**src/rtl/ucie_ctl_sb_arb_pkg.sv**
```systemverilog
// Shared state encoding, header field layout and credit width for the sideband TX arbiter.
// Header beat: decode in [4:0], source index in [7:5], even parity over [30:0] in bit 31.
package ucie_ctl_sb_arb_pkg;

    typedef enum logic [1:0] {
        IDLE,
        HDR,
        DATA
    } state_t;

    localparam int DEC_LSB     = 0;
    localparam int SRC_LSB     = 5;
    localparam int PAR_BIT     = 31;
    localparam int DEC_W       = 5;
    localparam int SRC_W       = 3;
    localparam int PAYLOAD_BIT = 4;
    localparam int CRD_W       = 4;

    function automatic logic [31:0] hdr_beat(input logic [DEC_W-1:0] dec,
                                             input logic [SRC_W-1:0] src);
        logic [31:0] beat;
        beat                   = '0;
        beat[DEC_LSB +: DEC_W] = dec;
        beat[SRC_LSB +: SRC_W] = src;
        beat[PAR_BIT]          = ^beat[PAR_BIT-1:0];
        return beat;
    endfunction

endpackage

```
**src/rtl/ucie_ctl_rr_arbiter.sv**
```systemverilog
// Round-robin one-hot grant: first asserted request at or after ptr_i, wrapping.
// Purely combinational; grant is all-zero when en_i is low or nothing is requested.
module ucie_ctl_rr_arbiter #(
    parameter int N  = 3,
    parameter int PW = 2
) (
    input  logic [N-1:0]  req_i,
    input  logic [PW-1:0] ptr_i,
    input  logic          en_i,
    output logic [N-1:0]  gnt_o
);

    logic found;

    always_comb begin
        gnt_o = '0;
        found = 1'b0;
        for (int j = 0; j < N; j++) begin
            for (int k = 0; k < N; k++) begin
                if (en_i && !found && req_i[k] && (k == ((int'(ptr_i) + j) % N))) begin
                    gnt_o[k] = 1'b1;
                    found    = 1'b1;
                end
            end
        end
    end

endmodule

```
**src/rtl/ucie_ctl_sb_arbiter.sv**
```systemverilog
// Credit-controlled arbiter sharing the RDI sideband TX channel; header at T+1, payload at T+2.
// Ready is combinational, offered only in IDLE or on a final beat with credit left; UCIE_SB_ARB_ERR_PRIO_EN gives requester 0 priority.
module ucie_ctl_sb_arbiter
    import ucie_ctl_sb_arb_pkg::*;
#(
    parameter int NREQ    = 3,
    parameter int NC      = 32,
    parameter int CRD_MAX = 4
) (
    input  logic              i_clk,
    input  logic              i_rst,
    input  logic [NREQ-1:0]   i_req_valid,
    input  logic [5*NREQ-1:0] i_req_decode,
    input  logic [32*NREQ-1:0] i_req_data,
    output logic [NREQ-1:0]   o_req_ready,
    output logic              o_cfg_vld,
    output logic [NC-1:0]     o_cfg,
    input  logic              i_cfg_crd,
    output logic              o_busy,
    output logic [CRD_W-1:0]  o_crd_cnt,
    output logic              o_crd_ovf_err
);

    localparam int PW = (NREQ > 1) ? $clog2(NREQ) : 1;

    state_t             state_q;
    logic [PW-1:0]      ptr_q, ptr_d;
    logic [DEC_W-1:0]   dec_q;
    logic [31:0]        dat_q;
    logic [CRD_W-1:0]   crd_q, crd_d;
    logic               ovf_q, ovf_d;
    logic [NC-1:0]      cfg_q;
    logic               cfg_vld_q;

    logic               last_beat;
    logic               can_grant;
    logic               accept;
    logic [NREQ-1:0]    rr_gnt;
    logic [NREQ-1:0]    gnt;
    logic [SRC_W-1:0]   gnt_idx;
    logic [DEC_W-1:0]   gnt_dec;
    logic [31:0]        gnt_dat;

    // A new grant may overlap the last beat of the current message for back-to-back issue.
    assign last_beat = ((state_q == HDR) && !dec_q[PAYLOAD_BIT]) || (state_q == DATA);
    assign can_grant = !i_rst && ((state_q == IDLE) || last_beat) && (crd_q != '0);

    ucie_ctl_rr_arbiter #(
        .N  (NREQ),
        .PW (PW)
    ) u_rr (
        .req_i (i_req_valid),
        .ptr_i (ptr_q),
        .en_i  (can_grant),
        .gnt_o (rr_gnt)
    );

    always_comb begin
`ifdef UCIE_SB_ARB_ERR_PRIO_EN
        if (can_grant && i_req_valid[0]) begin
            gnt = NREQ'(1);
        end else begin
            gnt = rr_gnt;
        end
`else
        gnt = rr_gnt;
`endif
    end

    assign accept      = |gnt;
    assign o_req_ready = gnt;

    always_comb begin
        gnt_idx = '0;
        gnt_dec = '0;
        gnt_dat = '0;
        for (int k = 0; k < NREQ; k++) begin
            if (gnt[k]) begin
                gnt_idx = SRC_W'(k);
                gnt_dec = i_req_decode[5*k +: 5];
                gnt_dat = i_req_data[32*k +: 32];
            end
        end
    end

    always_comb begin
        int nxt;
        nxt   = int'(gnt_idx) + 1;
        if (nxt >= NREQ) begin
            nxt = 0;
        end
        ptr_d = ptr_q;
        if (accept) begin
`ifdef UCIE_SB_ARB_ERR_PRIO_EN
            if (!gnt[0]) begin
                ptr_d = PW'(nxt);
            end
`else
            ptr_d = PW'(nxt);
`endif
        end
    end

    always_comb begin
        crd_d = crd_q;
        ovf_d = ovf_q;
        if (accept && !i_cfg_crd) begin
            crd_d = crd_q - CRD_W'(1);
        end else if (!accept && i_cfg_crd) begin
            if (crd_q == CRD_W'(CRD_MAX)) begin
                ovf_d = 1'b1;
            end else begin
                crd_d = crd_q + CRD_W'(1);
            end
        end
    end

    always_ff @(posedge i_clk) begin
        if (i_rst) begin
            state_q   <= IDLE;
            ptr_q     <= '0;
            dec_q     <= '0;
            dat_q     <= '0;
            crd_q     <= CRD_W'(CRD_MAX);
            ovf_q     <= 1'b0;
            cfg_q     <= '0;
            cfg_vld_q <= 1'b0;
        end else begin
            ptr_q <= ptr_d;
            crd_q <= crd_d;
            ovf_q <= ovf_d;
            if (accept) begin
                state_q   <= HDR;
                dec_q     <= gnt_dec;
                dat_q     <= gnt_dat;
                cfg_q     <= hdr_beat(gnt_dec, gnt_idx);
                cfg_vld_q <= 1'b1;
            end else if ((state_q == HDR) && dec_q[PAYLOAD_BIT]) begin
                state_q   <= DATA;
                cfg_q     <= dat_q;
                cfg_vld_q <= 1'b1;
            end else if (last_beat) begin
                state_q   <= IDLE;
                cfg_q     <= '0;
                cfg_vld_q <= 1'b0;
            end
        end
    end

    assign o_cfg_vld     = cfg_vld_q;
    assign o_cfg         = cfg_q;
    assign o_busy        = (state_q != IDLE);
    assign o_crd_cnt     = crd_q;
    assign o_crd_ovf_err = ovf_q;

endmodule

```
**config.mk**
```make
export PLATFORM = sky130hd
export DESIGN_NAME = ucie_ctl_sb_arbiter
export DESIGN_NICKNAME = d
export VERILOG_FILES = /design/src/rtl/ucie_ctl_sb_arb_pkg.sv /design/src/rtl/ucie_ctl_rr_arbiter.sv /design/src/rtl/ucie_ctl_sb_arbiter.sv
export SDC_FILE = /design/constraint.sdc
export NUM_CORES = 1
export LEC_CHECK = 0
export CAP_MARGIN = 30
export CORE_MARGIN = 5
export CORE_UTILIZATION = 38
export CTS_CLUSTER_SIZE = 28
export DETAILED_ROUTE_END_ITERATION = 16
export PLACE_DENSITY = 0.73
export RECOVER_POWER = 100
export SLEW_MARGIN = 40
export SYNTH_ARGS = -nofsm -noshare
export SYNTH_HDL_FRONTEND = slang
export SYNTH_SLANG_ARGS = --single-unit
```
**constraint.sdc**
```tcl
create_clock -name i_clk -period 3.1 [get_ports i_clk]
set_clock_uncertainty 0.2 [all_clocks]
set_input_delay 0.465 -clock i_clk [delete_from_list [all_inputs] [get_ports i_clk]]
set_output_delay 0.465 -clock i_clk [all_outputs]
set_load 0.01 [all_outputs]
```
==> metrics <==
initial antenna violation count=0; Worst Hold Class=flip-flop to flip-flop; leakage=~2.1 nW; drt pass-1 iters=8; R2R depth=14; Initial Util=about two fifths; Vias=3611; Avg Inst Size Synth=9.13 um^2; CP max FO=6; layout cell share with drive strength beyond 1=9.24%; status=finished clean; worst hold path depth=2; DP HPWL=8460 um; Via density=5.54; Core Area=9110 um^2; CP endpoint kind=output pin; Post-Layout Cell Count=652; Max Fclk=341 MHz; RSZ-0062 raised after global routing=no; DRT iter0 DRCs=approximately 270; clock sinks=between 70 and 80; all-layer global routing usage=19.9%; gp weighted congestion=0.802; CTS Buf Count=9; r2r setup slk=0.24 ns; syn nets=507; detailed-route wire length per cell=17.4 um; Peak VDD IR=roughly 240 uV; fin nets=659; FP Rows=35; multiplexer area fraction after synthesis=0%; Total Routed Length=11400 um; die width=106 um; I/O Pins=159; Routed Antenna Nets=0; dpl cells=636; die area=11300 um^2; H-tree depth=3; pwr dens=570 nW/um^2; Setup CP Type=flip-flop to output pin; Core Util, Final=59.8%; Tightest Pin Transition=0.709 ns; buffer depth of the longest clock path=2; Synth Area in Compound Gates=31.6%; Synth Area in XOR/XNOR=2.64%; Final Hold Fails=0; Critical Path RT=2.43 ns; Setup TNS Final=0 ns; Seq/Total Area, Yosys=between 40% and 50%; clk_lat worst skew=0.34 ns; clock-pin slew on the worst setup and hold paths=~0.08 ns; FF+latch count, synth=75; YS warnings=0; port bufs=158; endpoints failing setup=0; hold_sp=o_crd_ovf_err$_SDFFE_PP0P_; DRC violations left=0; Slew HR=52.5%; CTS Root Cell=clkbuf_8; max-slew violations=0; Netlist cell types=51; crit start category=flip-flop; Fillers=814; cts hold-fix bufs=0; most frequent cells in the layout=clkdlybuf4s50_1, dfxtp_1, nor2_1; overflow left after global routing=0; Area growth, synth to finish=55.3%; total of max-cap violations=0; mapped cell area=3510 um^2; post-synthesis cell count=about 380; largest family of logic cells by synthesized area=compound AO/OA/AOI/OAI gates; largest net degree at the start of global routing=51; fin crit share=94.6%; ANT cells=0; global-route wire length before repair=18200 um; DIE HEIGHT=about 110 um; CTS tree=yes; Synth Area in Simple Gates=15.1%; reg2reg start=ptr_q[0]$_SDFFE_PP0N_; CP arrival=about 2.3 ns; vias in the first global route=3719; RR Endpoint=o_crd_cnt[2]$_SDFFE_PP1P_; most common cell after layout, fill and taps aside=clkdlybuf4s50_1; post-layout min period=2.93 ns; adder-cell share of the synthesized area=~2.1%; total design power=3.10 mW; Setup Fix Bufs, Post-CTS=0; hold endpoint=o_crd_ovf_err$_SDFFE_PP0P_
[per-stage QoR]
step                setup WS [ns]  cell area (um^2)  hold WS [ns]
finish                      0.168              5450         0.288
global route               0.0127              5450         0.324
CTS                       0.00590              5480         0.296
detailed placement         0.0303              5240         0.276
global placement           0.0479              5240         0.261
floorplan                 0.00805              3510         0.257
[worst max path at each step]
stage          slack [ns]                  start  cells past startpoint                        end
6_report             0.17  ptr_q[0]$_SDFFE_PP0N_                      6             o_req_ready[2]
4_1_cts             0.006  ptr_q[0]$_SDFFE_PP0N_                      6             o_req_ready[2]
3_5_place_dp         0.03         i_req_valid[0]                     10      o_cfg[2]$_SDFFE_PP0P_
5_1_grt              0.01  ptr_q[0]$_SDFFE_PP0N_                      6             o_req_ready[2]
2_1_floorplan       0.008                  i_rst                     14  o_crd_cnt[2]$_SDFFE_PP1P_
3_3_place_gp         0.05         i_req_valid[0]                      6             o_req_ready[0]
[registers in the layout, summed over array words and instances, names as in the netlist]
register	flops
o_crd_cnt	4
o_cfg	32
o_cfg_vld	1
ptr_q	2
dec_q	1
o_crd_ovf_err	1
state_q	2
dat_q	32
[layout make-up]
class / instances / area [um^2] / area share, %
clock buffers: 10 / 128 / 2.34
clock inverters: 6 / 111 / 2.05
inverters: 11 / 41.3 / 0.758
multi-input cells: 264 / 1830 / 33.6
flip-flops and latches: 75 / 1500 / 27.6
well taps: 111 / 139 / 2.55
repair buffers: 175 / 1700 / 31.2
[report_power, final]
part / internal (mW) / switching (mW) / total, mW
Combinational: 0.490 / 0.525 / 1.01
Clock: 0.537 / 0.359 / 0.896
Sequential: 1.10 / 0.0916 / 1.19
[logic make-up (layout without fill, tap and decap cells)]
kind of cell    after synthesis  after routing
simple gates                114            114
buf+inv                      45            202
flops                        75             75
fa+ha+maj                     6              6
compound gates              135            135
xor+xnor                      9              9
[worst max-delay path, stage by stage, from the launching register on]
cell and delay, ns:
dfxtp_1 0.36, inv_1 0.05, ha_1 0.37, o21ba_1 0.20
o2111ai_4 0.18, nor2_4 0.18, clkdlybuf4s50_1 0.59
[synth_stat cells (all sizes together)]
master / n / area share (%)
nor3b: 3 / 0.96
nor4b: 1 / 0.25
o31a: 1 / 0.25
o221ai: 1 / 0.25
buf: 15 / 2.5
inv: 11 / 1.2
nor2b: 1 / 0.18
o41ai: 1 / 0.78
o2bb2ai: 1 / 0.25
clkbuf: 19 / 2.0
nor4: 2 / 0.78
nand3b: 1 / 0.21
nand2: 18 / 1.9
a31oi: 2 / 0.36
o32ai: 1 / 0.25
nor2: 76 / 8.6
nand2b: 2 / 0.36
xnor2: 5 / 1.2
xor2: 3 / 0.75
a221oi: 5 / 1.2
o22ai: 5 / 0.89
o21ai: 5 / 0.71
or2: 2 / 0.36
dfxtp: 75 / 43
o21ba: 1 / 0.29
nor3: 4 / 0.57
a211oi: 35 / 7.6
a21oi: 11 / 1.6
a22o: 2 / 0.50
a21o: 1 / 0.21
a22oi: 27 / 5.9
and2: 3 / 0.61
ha: 6 / 2.1
a32oi: 1 / 0.46
o21bai: 1 / 0.21
or3b: 1 / 0.25
a211o: 1 / 0.25
xnor3: 1 / 0.64
o2111ai: 1 / 0.43
a222oi: 32 / 9.1
[what timing repair did]
action	4_1_cts	5_1_grt
pin swaps	0	0
setup endpoints to repair	1	4
gates resized for setup	1	5
[metal layers]
| metal | part of all wire [%] | global-route usage [%] | wire [um] | vias up |
|---|---|---|---|---|
| met3 | 6.5 | 4.55 | 741 | 14 |
| met5 | 0 | 0 | 0 | - |
| li1 | - | - | - | 1776 |
| met4 | 1.7 | 7.22 | 191 | 0 |
| met2 | 50 | 34.2 | 5660 | 132 |
| met1 | 42 | 24.3 | 4790 | 1689 |
Note: power is estimated with default switching activity, not from simulation.
